==> config.mk <==
export PLATFORM = sky130hd
export DESIGN_NAME = sample_capture
export DESIGN_NICKNAME = d
export VERILOG_FILES = /design/src/rtl/sample_capture.sv
export SDC_FILE = /design/constraint.sdc
export NUM_CORES = 1
export LEC_CHECK = 0
export BUFFER_PORTS_ARGS = -buffer_cell sky130_fd_sc_hd__buf_2
export CORE_MARGIN = 2
export CORE_UTILIZATION = 51
export CTS_CLUSTER_DIAMETER = 80
export DETAILED_ROUTE_END_ITERATION = 8
export GPL_ROUTABILITY_DRIVEN = 1
export PLACE_DENSITY_LB_ADDON = 0.05
export SYNTH_ARGS = -nofsm -noshare
export SYNTH_HDL_FRONTEND = slang
export SYNTH_SLANG_ARGS = --single-unit
==> constraint.sdc <==
create_clock -name clk -period 3.1 [get_ports clk]
set_input_delay 0.31 -clock clk [delete_from_list [all_inputs] [get_ports clk]]
set_output_delay 0.31 -clock clk [all_outputs]
set_load 0.1 [all_outputs]
==> src/rtl/sample_capture.sv <==
// Logic-analyser acquisition front end: 2-flop channel sync, programmable decimation,
// wide/narrow word packing and FIFO write strobe with sticky overrun on a dropped word.
module sample_capture #(
  parameter int DIV_W = 16,
  parameter int CNT_W = 32
) (
  input  logic             clk,
  input  logic             rst_n,
  input  logic [15:0]      chan_in,
  input  logic             enable,
  input  logic [DIV_W-1:0] divider,
  input  logic             narrow,
  input  logic             fifo_full,
  output logic [15:0]      sample_data,
  output logic             sample_data_avail,
  output logic             running,
  output logic             overrun,
  output logic [CNT_W-1:0] word_count
);

  typedef enum logic [1:0] {IDLE, RUN, OVR} state_t;

  state_t           state_q, state_d;
  logic [15:0]      s1_q, s1_d, s2_q, s2_d;
  logic [DIV_W-1:0] div_q, div_d, cnt_q, cnt_d;
  logic             narrow_q, narrow_d, half_q, half_d;
  logic [7:0]       lo_q, lo_d;
  logic [15:0]      data_q, data_d;
  logic             avail_q, avail_d, running_q, running_d, ovr_q, ovr_d;
  logic [CNT_W-1:0] wc_q, wc_d;

  logic             tick, word_rdy;
  logic [15:0]      word;

  assign tick     = (state_q == RUN) && (cnt_q == '0);
  assign word     = narrow_q ? {s2_q[7:0], lo_q} : s2_q;
  assign word_rdy = tick && (!narrow_q || half_q);

  always_comb begin
    state_d   = state_q;
    s1_d      = chan_in;
    s2_d      = s1_q;
    div_d     = div_q;
    cnt_d     = cnt_q;
    narrow_d  = narrow_q;
    half_d    = half_q;
    lo_d      = lo_q;
    data_d    = data_q;
    avail_d   = 1'b0;
    ovr_d     = ovr_q;
    wc_d      = wc_q;
    case (state_q)
      IDLE: begin
        if (enable) begin
          state_d  = RUN;
          div_d    = divider;
          narrow_d = narrow;
          cnt_d    = '0;
          half_d   = 1'b0;
          wc_d     = '0;
          ovr_d    = 1'b0;
        end
      end
      RUN: begin
        if (!enable) begin
          // Stopping wins over any write or drop on the same edge
          state_d = IDLE;
          half_d  = 1'b0;
          cnt_d   = '0;
        end else begin
          cnt_d = tick ? div_q : cnt_q - 1'b1;
          if (tick && narrow_q && !half_q) begin
            lo_d   = s2_q[7:0];
            half_d = 1'b1;
          end
          if (word_rdy) begin
            half_d = 1'b0;
            if (fifo_full) begin
              ovr_d   = 1'b1;
              state_d = OVR;
            end else begin
              data_d  = word;
              avail_d = 1'b1;
              wc_d    = (&wc_q) ? wc_q : wc_q + 1'b1;
            end
          end
        end
      end
      OVR: begin
        if (!enable) state_d = IDLE;
      end
      default: state_d = IDLE;
    endcase
    running_d = (state_d == RUN);
  end

  always_ff @(posedge clk or negedge rst_n) begin
    if (!rst_n) begin
      state_q   <= IDLE;
      s1_q      <= '0;
      s2_q      <= '0;
      div_q     <= '0;
      cnt_q     <= '0;
      narrow_q  <= 1'b0;
      half_q    <= 1'b0;
      lo_q      <= '0;
      data_q    <= '0;
      avail_q   <= 1'b0;
      running_q <= 1'b0;
      ovr_q     <= 1'b0;
      wc_q      <= '0;
    end else begin
      state_q   <= state_d;
      s1_q      <= s1_d;
      s2_q      <= s2_d;
      div_q     <= div_d;
      cnt_q     <= cnt_d;
      narrow_q  <= narrow_d;
      half_q    <= half_d;
      lo_q      <= lo_d;
      data_q    <= data_d;
      avail_q   <= avail_d;
      running_q <= running_d;
      ovr_q     <= ovr_d;
      wc_q      <= wc_d;
    end
  end

  assign sample_data       = data_q;
  assign sample_data_avail = avail_q;
  assign running           = running_q;
  assign overrun           = ovr_q;
  assign word_count        = wc_q;

endmodule
==> results.cfg, run 1 <==
[cells_and_area]
syn_to_final_growth_pct = 22.0
drive_above_1_share_pct = 22.2
fin_nets = 711
diodes = 0

[setup_path]
crit_chain = inv_1 -> ha_1 -> nor4b_2 -> nand4_2 -> a211o_1 -> o311ai_0 -> o41ai_1
crit_required_ps = 3370
crit_fanout = 29
setup.worst_path.end_class = flip-flop
r2r-start = cnt_q[0]
worstSetupStartpointType = flip-flop
worstPathArrival_ps = 2770
cp_slowest_stage_delay_ps = 630
r2r-end = word_count[7]
critPathKind = flip-flop to flip-flop
reg2reg_slack_ps = 600
slowest_stage = a211o_1
r2r_cells = 7

[power]
swShare_pct = 39.7
power_switching_mw = 2.59
leakagePower_nw = 3.44
power.density_nw_per_um2 = 915
p_clk_share_pct = 29.7
p_comb_share_pct = 36.0
pwr-share-seq_pct = 34.3
ir_worst_vdd_mv = 0.810
internal-power_mw = 3.94
power_mw = 6.54

[sta]
finalSetupViolCount = 0
max_freq_mhz = 400
worst_pin_slew_ps = 889
hold_viol = 0
skew_ps = 7.51
period_share_pct = 80.6
rsz0062_at_grt = no
slew_violations = 0
relSlewSlack_pct = 40.8
tns_ps = 0
period_minus_slack_ps = 2500

[logic_synthesis]
yosysWarningCount = 0
syn_inst = 567
synth_top_flop_cell = dfrtp_1
yosys_register_bits = 127
syn_avg_cell_area_um2 = 10.3
async_flop_share_pct = 100
synth_cell_types = 61
synth_edf_count = 0
seq_area_frac_synth_pct = 54.3
synth_area_um2 = 5860
synth_fp_nets = 607

[global_routing]
grt_overflow_total = 0
grt_pass1_wl_mm = 23.0
grt_max_degree = 66
grt_usage_pct = 23.4
grt_antenna_before_repair = 0
grt_pass1_vias = 4654

[die]
ioPinCount = 88
core_area_um2 = 11300
floorplan.initialDensity_pct = 51.7
die_x_um = 111
num_rows = 39
die_area_um2 = 12400
chipHeight_um = 111

[clock_network]
cts.sinks = 127
cts_setup_buffers = 0
clock-root-buffer = clkbuf_16
cts_hold_buf = 15
cts.clk_slew.worst_paths_ps = 60
clockBufferDepth = 2
tritoncts = yes
cts_max_level = 4
numCtsBuffers = 17
clk_latency_ps = 410
cts_resized = 0

[route]
wl_mm = 13.8
wl_per_cell_um = 16.6
antenna_left = 0
vias_per_cell = 5.73
drt_iter0_markers = 292
drc_errors = 0
drt_pass1_iterations = 5
dr_total_vias = 4738

[place]
gp_congestion = 0.864
place_hpwl_mm = 9.21
port_buffers = 87

[outcome]
status = complete, no violations

[worst_hold_path]
worstHoldPathType = primary input to asynchronous set/reset pin

[flow_run]
cap_violations = 0
==> registers in the layout, indices dropped and copies added (netlist names) <==
| register | cells |
|---|---|
| cnt_q | 16 |
| half_q | 1 |
| sample_data_avail | 1 |
| s1_q | 16 |
| state_q | 2 |
| word_count | 32 |
| sample_data | 16 |
| s2_q | 16 |
| overrun | 1 |
| running | 1 |
| div_q | 16 |
| narrow_q | 1 |
| lo_q | 8 |
==> metal layers <==
metal	routed length, µm	part of all wire [%]	GRT usage [%]
met5	0	0	0
met4	158	1.1	6.83
met3	603	4.4	6.23
met2	6610	48	36.9
met1	6390	46	32.0
==> cell usage in the layout, fill, tap and decap left out, types with 5 or more instances in the layout <==
master / synthesis / final
dlygate4sd3_1: 0 / 16
or4_1: 20 / 20
nand3_1: 12 / 12
o21ai_0: 51 / 51
o211ai_1: 14 / 14
and4_1: 7 / 7
nor4_1: 5 / 5
buf_2: 4 / 86
dfrtp_1: 127 / 127
a21oi_1: 23 / 23
nand4_1: 13 / 13
nor2_1: 26 / 25
mux2_4: 8 / 8
nand2b_1: 14 / 14
o2bb2ai_1: 8 / 8
nand2_1: 98 / 98
nor3_1: 11 / 11
or3_1: 10 / 10
o31ai_1: 5 / 5
buf_4: 3 / 12
clkbuf_16: 0 / 17
inv_1: 10 / 10
mux2i_1: 21 / 21
==> critical path: cells and delay by family, from the launching register on <==
family / cells / cell delay [ps]
DFF: 1 / 380
adders and majority gates: 1 / 140
and+or+nand+nor: 2 / 430
AOI/OAI and AO/OA: 3 / 1280
buffers and inverters: 1 / 100
==> power by group through the flow <==
stage          registers (mW)  clock network (mW)  logic, mW
2_1_floorplan            2.80                   0       1.32
3_3_place_gp             2.26                   0       2.29
3_5_place_dp             2.26                   0       2.33
4_1_cts                  2.24                1.97       2.35
5_1_grt                  2.29                2.05       2.56
6_report                 2.24                1.94       2.35
==> Yosys cell counts, types with 2 or more instances <==
library cell,instances,area (µm²)
and2_1,2,12.5
nand4_1,13,81.3
o2bb2ai_1,8,70.1
a221oi_1,2,17.5
o311ai_0,3,26.3
a21o_1,2,15.0
nand2_1,98,368
a21oi_1,23,115
buf_6,3,33.8
or2_2,3,18.8
nor4_4,3,63.8
and4_1,7,61.3
nor2_1,26,97.6
ha_1,3,37.5
nor3_1,11,55.1
o21ai_0,51,255
o211ai_1,14,105
or4_1,20,150
or3_1,10,62.6
o41ai_1,4,35.0
nand2b_1,14,87.6
nor2b_1,4,25.0
nand3_1,12,60.1
inv_1,10,37.5
buf_1,2,7.51
o31ai_1,5,37.5
mux2i_1,21,210
mux2_4,8,120
buf_4,3,22.5
clkbuf_1,15,56.3
dfrtp_1,127,3180
nor4_1,5,31.3
buf_2,4,20.0
and3_1,4,25.0
==> per-stage QoR <==
| stage | worst slack [ps] | hold WS [ps] | instances | utilization (%) | instance area [µm²] |
|---|---|---|---|---|---|
| finish | 602 | 8.93 | 827 | 63.1 | 7140 |
| global route | 319 | 81.2 | 827 | 63.1 | 7140 |
| CTS | 611 | 0.651 | 826 | 63.0 | 7130 |
| detailed placement | 625 | 336 | 779 | 56.6 | 6410 |
| global placement | 724 | 332 | 779 | 56.6 | 6410 |
| floorplan | 407 | 14.4 | 567 | - | 5860 |
==> area by class of cell <==
type,instances,area (µm²)
flip-flops and latches,127,3180
clock inverters,10,111
repair buffers,115,701
fillers,934,4180
multi-input cells,400,2470
inverters,10,37.5
clock buffers,22,464
well taps,143,179
==> kinds of logic after synthesis <==
logic type / share of synthesized area (%)
AOI/OAI and AO/OA: 13.5
xor gates and xnor gates: 0.150
adders and majority gates: 0.641
buffers and inverters: 3.55
DFF: 54.3
muxes: 5.83
and+or+nand+nor: 22.1
==> how the worst max path moves through the flow <==
stage | from | end | slack (ps) | depth (start not counted)
after floorplan | word_count[2] | word_count[25] | 410 | 5
after global placement | cnt_q[0] | lo_q[4] | 720 | 7
after detailed placement | cnt_q[0] | lo_q[2] | 620 | 7
after CTS | cnt_q[0] | lo_q[5] | 610 | 7
after global routing | word_count[0] | word_count[30] | 320 | 6
final | cnt_q[0] | word_count[7] | 600 | 7
(Power assumes the default switching activity.)
==> inputs of run 2 (changes only) <==
--- a/config.mk
+++ b/config.mk
@@ -5,6 +5,7 @@
 export SDC_FILE = /design/constraint.sdc
 export NUM_CORES = 1
 export LEC_CHECK = 0
+export ABC_AREA = 1
 export BUFFER_PORTS_ARGS = -buffer_cell sky130_fd_sc_hd__buf_2
 export CORE_MARGIN = 2
 export CORE_UTILIZATION = 51
==> constraint.sdc (replaced) <==
create_clock -name clk -period 2.4 [get_ports clk]
set_input_delay 0.24 -clock clk [delete_from_list [all_inputs] [get_ports clk]]
set_output_delay 0.24 -clock clk [all_outputs]
set_load 0.1 [all_outputs]
==> results.cfg, run 2 <==
[route]
wl_per_cell_um = 13.6
drt_iter0_markers = 409
antenna_left = 0
drt_pass1_iterations = 7
drc_errors = 0
wl_mm = 14.8
vias_per_cell = 5.11
dr_total_vias = 5563

[clock_network]
numCtsBuffers = 17
clk_latency_ps = 410
cts_max_level = 4
tritoncts = yes
cts.sinks = 127
clockBufferDepth = 2
clock-root-buffer = clkbuf_16
cts.clk_slew.worst_paths_ps = 50
cts_setup_buffers = 0

[logic_synthesis]
synth.most_common_cell = nand2_1
syn_avg_cell_area_um2 = 7.69
synth_cell_types = 30
seq_area_frac_synth_pct = 50.5
synth_common_cells = nand2_1 (273), dfrtp_1 (127), nor2_1 (113)
yosysWarningCount = 0
synth_area_leader_cell = dfrtp_1
syn_inst = 818
ys_top_cells_by_area = dfrtp_1 (51%), nand2_1 (16%), nor2_1 (6.7%)
synth_top_area_share_pct = 50.5
synth_fp_nets = 858
synth_edf_count = 0
yosys_register_bits = 127
synth_area_um2 = 6290
synth_top_flop_cell = dfrtp_1
async_flop_share_pct = 100

[cells_and_area]
final_cell_mix = nand2_1 (273), dfrtp_1 (125), nor2_1 (113)
fin_util_pct = 63.6
drive_above_1_share_pct = 16.8
layout_commonest_cell = nand2_1
layout.cells.non_filler = 1089
fin_nets = 971
diodes = 0
syn_to_final_growth_pct = 21.4
largest_reg_flops = 32

[sta]
relSlewSlack_pct = 53.7
slew_violations = 0
period_share_pct = 83.6
hold_viol = 0
max_freq_mhz = 499
rsz0062_at_grt = no
tns_ps = 0
period_minus_slack_ps = 2010
finalSetupViolCount = 0
skew_ps = 6.52
worst_pin_slew_ps = 695

[power]
power.density_nw_per_um2 = 1070
leakagePower_nw = 3.84
ir_worst_vdd_mv = 0.676
power_mw = 8.15

[worst_hold_path]
worstHoldPathType = primary input to flip-flop

[die]
floorplan.initialDensity_pct = 52.4
die_area_um2 = 13200
num_rows = 40
chipHeight_um = 115
core_area_um2 = 12000
die_x_um = 115
ioPinCount = 88

[global_routing]
grt_pass1_wl_mm = 24.8
grt_pass1_vias = 5237
grt_antenna_before_repair = 1
grt_overflow_total = 0
grt_max_degree = 52
grt_usage_pct = 24.0

[place]
gp_congestion = 0.980
place_hpwl_mm = 10.5
dp_cells = 1042
port_buffers = 87

[outcome]
status = complete, no violations

[setup_path]
cp_slowest_stage_delay_ps = 420
crit_chain = ha_1 -> nand2_1 -> nor2_4 -> nand2_4 -> nor2_4 -> nand3_2 -> nand2_2 -> nor2_4 -> nand2_4 -> nand2_1 -> nand2_1
worstSetupStartpointType = flip-flop
crit_fanout = 32
setup.worst_path.end_class = flip-flop
crit_required_ps = 2740
worstPathArrival_ps = 2350
critPathKind = flip-flop to flip-flop
slowest_stage = dfrtp_2

[flow_run]
cap_violations = 0
## run 2: changes by cell type after synthesis, moves of 20 or more
| cell | delta |
|---|---|
| inv_1 | +55 |
| mux2i_1 | -21 |
| nand2_1 | +175 |
| nand3_1 | +52 |
| nor2_1 | +87 |
| or4_1 | -20 |
## run 2: worst paths after layout
path                               start  slack (ps)  cells past startpoint              to
setup / recovery           word_count[0]         390                     11   word_count[0]
hold / removal                divider[3]          30                      3        div_q[3]
setup reg to reg           word_count[0]         390                     11   word_count[0]
hold reg to reg                 s1_q[13]         350                      0        s2_q[13]
max in group asynchronous          rst_n        1280                      3      state_q[0]
min in group asynchronous          rst_n         420                      2  sample_data[9]
## run 2: critical path, delay by kind of cell (launching register included)
| kind | cells | cell delay [ps] |
|---|---|---|
| AND/OR/NAND/NOR | 10 | 1240 |
| flip-flops | 1 | 420 |
| adder cells (fa/ha/maj) | 1 | 250 |
## run 2: power by group
group | internal [mW] | leakage (nW) | total, mW | switching (mW)
combinational | 0.746 | 1.94 | 2.97 | 2.23
sequential | 2.54 | 1.64 | 2.76 | 0.227
clock | 1.55 | 0.265 | 2.41 | 0.864
## run 2: through the flow
| step | area (µm²) | setup slack, ps | hold slack, ps |
|---|---|---|---|
| 4_1_cts | 7640 | 399 | 6.78 |
| 3_5_place_dp | 6910 | 407 | 332 |
| 2_1_floorplan | 6290 | 162 | -55.6 |
| 3_3_place_gp | 6910 | 510 | 331 |
| 5_1_grt | 7640 | 199 | 19.3 |
| 6_report | 7640 | 395 | 26.0 |
## run 2: layout make-up
cell class	count	area, µm²
fill	1079	4370
sequential	127	3180
multi-input combinational	599	2720
timing repair buffer	118	738
clock buffer	26	509
inverter	68	255
tap	147	184
clock inverter	4	52.6
## run 2: cell families (layout without fill, tap and decap cells)
family                   Yosys count  after routing  share of synthesized area, %
AND/OR/NAND/NOR                  483            483                          32.1
adder cells (fa/ha/maj)            3              3                         0.597
XOR/XNOR                          21             21                          2.92
AO/OA/AOI/OAI                     92             92                          7.56
buffers and inverters             92            216                          6.26
flip-flops                       127            127                          50.5
## run 2: what timing repair did
item / in CTS / in global routing
endpoints found under the hold margin: 64 / 0
resized for setup: 0 / 0
hold buffers: 17 / 0
## run 2: metal layers
metal	track usage, %	routed length (µm)
met5	0	0
met3	6.64	926
met4	7.07	189
met2	38.2	6990
met1	32.3	6700
